===== config.mk =====
export PLATFORM = sky130hd
export DESIGN_NAME = fwd_track_unit
export DESIGN_NICKNAME = d
export VERILOG_FILES = /design/src/rtl/fwd_track_unit.sv
export SDC_FILE = /design/constraint.sdc
export NUM_CORES = 1
export LEC_CHECK = 0
export CORE_MARGIN = 3
export CORE_UTILIZATION = 40
export CTS_BUF_LIST = sky130_fd_sc_hd__clkbuf_8
export DETAILED_ROUTE_END_ITERATION = 16
export PLACE_DENSITY = 0.66
export RECOVER_POWER = 100
export SYNTH_ARGS = -nofsm -noshare
export SYNTH_HDL_FRONTEND = slang
export SYNTH_SLANG_ARGS = --single-unit

===== constraint.sdc =====
create_clock -name clock -period 5 [get_ports clock]
set_clock_uncertainty 0.1 [all_clocks]
set_input_delay 1.25 -clock clock [delete_from_list [all_inputs] [get_ports clock]]
set_output_delay 1.25 -clock clock [all_outputs]
set_load 0.05 [all_outputs]

===== src/rtl/fwd_track_unit.sv =====
// Forwarding / load-use interlock controller for the integer pipeline.
// Tracks in-flight writer tags and registers per-source bypass selects.
module fwd_track_unit #(
  parameter int AW      = 5,
  parameter int NUM_SRC = 2,
  parameter int DEPTH   = 3,
  parameter int SW      = $clog2(DEPTH + 1)
) (
  input  logic                  clock,
  input  logic                  reset,
  input  logic                  dec_valid,
  input  logic                  dec_wen,
  input  logic [AW-1:0]         dec_rd,
  input  logic                  dec_load,
  input  logic [NUM_SRC*AW-1:0] dec_rs,
  input  logic [NUM_SRC-1:0]    dec_rs_used,
  input  logic                  hold,
  input  logic                  flush,
  output logic                  stall,
  output logic [NUM_SRC*SW-1:0] fwd_sel,
  output logic                  x_valid
);

  // Index 0 is entry 1 (X), index DEPTH-1 is the retire buffer.
  logic [DEPTH-1:0]         tag_v;
  logic [DEPTH-1:0][AW-1:0] tag_rd;
  // Only a load sitting in X can cause an interlock, so the load
  // flag is kept for entry 1 alone.
  logic                     ld_x;

  logic [NUM_SRC*SW-1:0] sel_d;
  logic                  ld_hit;
  logic                  issue;

  // Tag compare: newest (lowest) matching entry wins per source.
  always_comb begin
    sel_d  = '0;
    ld_hit = 1'b0;
    for (int i = 0; i < NUM_SRC; i++) begin
      for (int k = DEPTH - 1; k >= 0; k--) begin
        if (dec_rs_used[i] &&
            (dec_rs[i*AW +: AW] != '0) &&
            tag_v[k] &&
            (tag_rd[k] == dec_rs[i*AW +: AW])) begin
          sel_d[i*SW +: SW] = SW'(k + 1);
          if ((k == 0) && ld_x) ld_hit = 1'b1;
        end
      end
    end
  end

  assign stall = dec_valid & ~flush & ld_hit;
  assign issue = ~stall & ~hold & ~flush;

  // Tag pipeline and registered X-stage selects.
  always_ff @(posedge clock) begin
    if (reset) begin
      tag_v   <= '0;
      tag_rd  <= '0;
      ld_x    <= 1'b0;
      fwd_sel <= '0;
      x_valid <= 1'b0;
    end else begin
      // Flush forces a bubble into X even while frozen.
      if (flush || !hold) begin
        tag_v[0]  <= dec_valid & dec_wen & (dec_rd != '0) & issue;
        tag_rd[0] <= dec_rd;
        ld_x      <= dec_load;
        fwd_sel   <= issue ? sel_d : '0;
        x_valid   <= dec_valid & issue;
      end
      if (!hold) begin
        for (int k = 1; k < DEPTH; k++) begin
          tag_v[k]  <= tag_v[k-1];
          tag_rd[k] <= tag_rd[k-1];
        end
      end
    end
  end

endmodule


==> results.cfg, run 1 <==
[outcome]
run_status = finished, final reports clean

[logic_synthesis]
synth_top_area_share_pct = 37.6
ys_ff_latch = 24
syn_area_um2 = 1280
seq_area_frac_synth_pct = 37.6
syn_nets = 166
synth_cells = 142
ys_warn_count = 0
synth.distinct_cells = 26
synthTopCellsByArea = dfxtp_1 (38%), mux2i_1 (14%), xnor2_1 (12%)
postSynthAreaPerCell_um2 = 9.00
yosysTopAreaCell = dfxtp_1

[pwr]
internal_power_mw = 0.288
seqPwrFrac_pct = 53.4
cellLeakagePower_nw = 0.663
power_mw = 0.384
power_density_nw_per_um2 = 235
clkPwrFrac_pct = 29.4
p_sw_mw = 0.0958
p_sw_share_pct = 25.0
share_comb_of_total_power_pct = 17.2
ir_drop_mv = 0.127

[worst_setup_path]
reg2reg_slack_ns = 3.06
criticalPathCategory = in -> out
max_stage_delay_ns = 0.63
critPathCaptureType = primary output
reg2regPathDepth = 6
slowest_stage = dlygate4sd3_1
worstReg2RegStart = tag_rd[2]
path_cells = dlygate4sd3_1 > or4_1 > o21ai_2 > nor3_1 > o211a_1 > nor2b_1 > clkbuf_2
rr_endpoint = fwd_sel[3]
startpoint_type = primary input
critical_path.max_fanout = 4
required_ns = 3.65
cp.arrival_ns = 3.35

[clocking]
h-tree-depth = 1
cts_resized = 0
cts_hold_buf = 0
path_clk_slew_ns = 0.08
cts_tree = yes
numCtsBuffers = 3
clkLatencyLatePin_ns = 0.26
postCtsSetupBuffers = 0
cts_buffer_depth = 2
cts_sinks = 24
cts_root_buf = clkbuf_8

[global_routing]
track_usage_pct = 15.5
grt_max_degree = 21
overflow = 0
grt-busiest-layer = met2
grt.met3_usage_pct = 3.42
use_met1_pct = 19.0
gr-usage-met2_pct = 26.9
grt_pass1_wl_mm = 4.95
antenna_found_initial = 0
grt_pass1_vias = 1085

[timing]
max_freq_mhz = 213
hold_viol_final = 0
max_slew.worst_pin.slew_ns = 0.836
fin_crit_sh_pct = 94.1
slew_headroom_pct = 44.1
drv_slew = 0
finalWorstPathRequiredPeriod_ns = 4.70
rsz0062_at_grt = no
setup_viol = 0
fin_setup_tns_ns = 0

[route]
drt_iter0_drc = 26
vias_per_cell = 5.04
drt_wl_total_mm = 2.90
post_drt_wl_per_cell_um = 13.7
drcViolationCount = 0
drt_pass1_iterations = 4
drtAntennaViolNets = 0
via_count = 1063

[floorplan]
start_util_pct = 44.0
dieHeight_um = 62.5
core_um2 = 2900
num_rows = 19
die-area_um2 = 3910
top_level_ports = 30
die_w_um = 62.5

[final_layout]
fin_cells = 211
n_antenna_cell = 0
stdcell_area_um2 = 1630
multi_input_area_um2 = 766
regArea_um2 = 480
final_common_cell = dfxtp_1
final.fill_count = 286
final_layout_size_suffix_gt1_share_pct = 3.55
layout_common_cells = dfxtp_1 (24), nor2_1 (23), clkdlybuf4s50_1 (21), xnor2_1 (18), mux2i_1 (18)
fin_nets = 195
area_delta_synth_final_pct = 27.5

[worst_hold_path]
hold_start = x_valid
min_path_cells = 2
worstHoldEndpoint = x_valid
hp-class = reg -> reg

[placed_design]
place.gp.congestion = 0.825
numPortBuffers = 29
placed_area_um2 = 1600
hpwl_mm = 2.31
post-place-cells = 208

[run]
cap_violations = 0
## per-stage QoR
stage | worst slack (ns) | hold WS (ns) | utilization [%]
after detailed placement | 0.448 | 0.347 | 55.1
after global routing | 0.226 | 0.398 | 56.2
final | 0.295 | 0.355 | 56.2
after global placement | 0.509 | 0.335 | 55.1
after floorplan | 1.03 | 0.353 | -
after CTS | 0.441 | 0.367 | 56.6
## Yosys cell counts (all sizes together)
cell type and n:
or4 4, nor2 23, o21ai 8, nor4 3, o211ai 1, clkbuf 3, nand3 2, xor2 12
inv 1, buf 2, xnor2 18, nand2b 2, a21oi 1, nor3 4, dfxtp 24, o211a 1
nand4b 1, nor2b 1, nand2 9, nand4 3, mux2i 18, o31ai 1
## power by group through the flow
stage                     Combinational (mW)  Clock (mW)  Sequential, mW
after floorplan                       0.0365           0           0.208
final                                 0.0660       0.113           0.205
after global routing                  0.0721       0.125           0.206
after detailed placement              0.0672           0           0.210
after CTS                             0.0675       0.117           0.205
after global placement                0.0665           0           0.210
## critical path: cells and delay by family
| kind | cells | cell delay [ns] |
|---|---|---|
| buffers and inverters | 2 | 0.86 |
| AOI/OAI and AO/OA | 2 | 0.42 |
| and+or+nand+nor | 3 | 0.83 |
## worst max path at each step
stage	startpoint	end	cells after the start
final	dec_rs[8]	stall	7
after global routing	dec_rs[8]	stall	7
after CTS	dec_rs[8]	stall	7
after detailed placement	dec_rs[8]	stall	7
after global placement	dec_rs[8]	stall	7
after floorplan	dec_rs[2]	stall	5
## routing by layer
layer	up-vias	routed length [µm]	share of wire, %
met4	0	31	1.1
met3	4	136	4.7
met2	23	1410	49
met1	495	1320	45
met5	-	0	0
li1	541	-	-
## layout make-up
class                   count  share of cell area, %
clock buffers               3                   2.53
inverters                   1                  0.230
multi-input cells         112                   47.0
flip-flops and latches     24                   29.5
well taps                  42                   3.23
repair buffers             29                   17.5
## flip-flops by register name (all words and copies together) (netlist names)
| register | cells |
|---|---|
| x_valid | 1 |
| tag_v | 3 |
| fwd_sel | 4 |
| ld_x | 1 |
| tag_rd | 15 |
## cells by family (layout without fill, tap and decap cells)
logic type	after synthesis	in the layout	synth area share [%]
AO/OA/AOI/OAI	12	12	6.07
AND/OR/NAND/NOR	52	52	19.9
XOR/XNOR	30	30	20.6
flip-flops	24	24	37.6
multiplexers	18	18	14.1
buffers and inverters	6	33	1.76
Power figures use the tool's default switching activity.
==> inputs of run 2 (changes only) <==
--- a/config.mk
+++ b/config.mk
@@ -5,11 +5,13 @@
 export SDC_FILE = /design/constraint.sdc
 export NUM_CORES = 1
 export LEC_CHECK = 0
+export CELL_PAD_IN_SITES_DETAIL_PLACEMENT = 1
+export CELL_PAD_IN_SITES_GLOBAL_PLACEMENT = 1
 export CORE_MARGIN = 3
 export CORE_UTILIZATION = 40
 export CTS_BUF_LIST = sky130_fd_sc_hd__clkbuf_8
 export DETAILED_ROUTE_END_ITERATION = 16
-export PLACE_DENSITY = 0.66
+export PLACE_DENSITY = 0.85
 export RECOVER_POWER = 100
 export SYNTH_ARGS = -nofsm -noshare
 export SYNTH_HDL_FRONTEND = slang
==> results.cfg, run 2 (same netlist as run 1, synthesis figures left out) <==
[clocking]
postCtsSetupBuffers = 0
cts_buffer_depth = 2
clkLatencyLatePin_ns = 0.26
numCtsBuffers = 3
cts_root_buf = clkbuf_8
path_clk_slew_ns = 0.08
h-tree-depth = 1
cts_sinks = 24
cts_resized = 0
cts_hold_buf = 0
cts_tree = yes

[pwr]
ir_drop_mv = 0.159
cellLeakagePower_nw = 0.678
power_density_nw_per_um2 = 266

[worst_setup_path]
reg2reg_slack_ns = 2.97
critPathTopFamily = buffers and inverters
path_cells = dlygate4sd3_1 > or4_1 > o21ai_2 > nor3_1 > o211a_1 > nor2b_1 > clkbuf_2
critical_path.max_fanout = 4
max_stage_delay_ns = 0.62
slowest_stage = dlygate4sd3_1
crit_buf_inv = 2
criticalPathCategory = in -> out
required_ns = 3.65
cp.arrival_ns = 3.40
critPathCaptureType = primary output
startpoint_type = primary input

[timing]
fin_ws_ns = 0.250
setup_viol = 0
drv_slew = 0
rsz0062_at_grt = no
max_freq_mhz = 211
slew_headroom_pct = 44.4
hold_viol_final = 0
fin_setup_tns_ns = 0
fin_crit_sh_pct = 95.0
finalWorstPathRequiredPeriod_ns = 4.75
max_slew.worst_pin.slew_ns = 0.831

[global_routing]
grt_max_degree = 21
antenna_found_initial = 0
grt_pass1_wl_mm = 5.97
overflow = 0
gr-usage-met2_pct = 34.5
grt.met3_usage_pct = 3.24
grt_pass1_vias = 1236
grt-busiest-layer = met2
use_met1_pct = 22.1
track_usage_pct = 19.2

[route]
post_drt_wl_per_cell_um = 16.5
via_count = 1119
drt_iter0_drc = 13
drtAntennaViolNets = 0
drt_wl_total_mm = 3.49
drt_pass1_iterations = 4
drcViolationCount = 0
vias_per_cell = 5.28

[final_layout]
stdcell_area_um2 = 1660
final_layout_size_suffix_gt1_share_pct = 4.71
fin_nets = 195
post-route-util_pct = 57.4
final_common_cell = dfxtp_1
top_register = tag_rd
n_antenna_cell = 0
final.fill_count = 368
reg_top3 = tag_rd: 15 flops, fwd_sel: 4 flops, tag_v: 3 flops
layout_common_cells = dfxtp_1 (24), nor2_1 (23), clkdlybuf4s50_1 (21), xnor2_1 (18), mux2i_1 (18)
largest_register_ffs = 15
area_delta_synth_final_pct = 30.3

[placed_design]
placed_area_um2 = 1600
numPortBuffers = 29
place.gp.congestion = 0.849
hpwl_mm = 2.71
place_ws_ns = 0.446

[floorplan]
start_util_pct = 44.0
die-area_um2 = 3910
top_level_ports = 30
die_w_um = 62.5
core_um2 = 2900
num_rows = 19
dieHeight_um = 62.5

[outcome]
run_status = finished, final reports clean

[run]
cap_violations = 0

[worst_hold_path]
hp-class = reg -> reg
run 2: changes by cell type in the layout (fill, tap and decap cells not counted):
cell,previous run,this run
nor3_1,4,3
bufinv_16,0,1
nor3_2,0,1
run 2: path summary, 6_finish.rpt:
path              cells past startpoint       start    endpoint
setup / recovery                      7   dec_rs[1]       stall
hold / removal                        2  fwd_sel[1]  fwd_sel[1]
setup reg to reg                      6   tag_rd[2]  fwd_sel[3]
hold reg to reg                       2  fwd_sel[1]  fwd_sel[1]
run 2: worst min-delay path, stage by stage (launching register included):
cell and delay [ns]:
dfxtp_1 0.32, nand2_1 0.05, o21ai_1 0.05
run 2: final cells by class:
type	count	area, µm²	area share, %
Clock buffer	3	41.3	2.48
Clock inverter	1	30.0	1.80
Inverter	1	3.75	0.226
Multi-Input combinational cell	112	771	46.3
Sequential cell	24	480	28.9
Tap cell	42	52.6	3.16
Timing Repair Buffer	29	285	17.1
run 2: through the flow:
step | instances | hold WS (ns) | power, mW
3_3_place_gp | 208 | 0.335 | 0.276
5_1_grt | 212 | 0.371 | 0.465
3_5_place_dp | 208 | 0.343 | 0.278
2_1_floorplan | 142 | 0.353 | 0.245
4_1_cts | 212 | 0.356 | 0.451
6_report | 212 | 0.350 | 0.443
run 2: per-layer routing:
layer / part of all wire (%) / vias up
met5: 0 / -
met4: 2.2 / 0
met3: 3.5 / 8
met2: 51 / 28
met1: 43 / 541
li1: - / 542
run 2: power by group:
| group | switching [mW] | internal, mW |
|---|---|---|
| registers | 0.00853 | 0.197 |
| clock network | 0.0623 | 0.107 |
| logic | 0.0315 | 0.0369 |
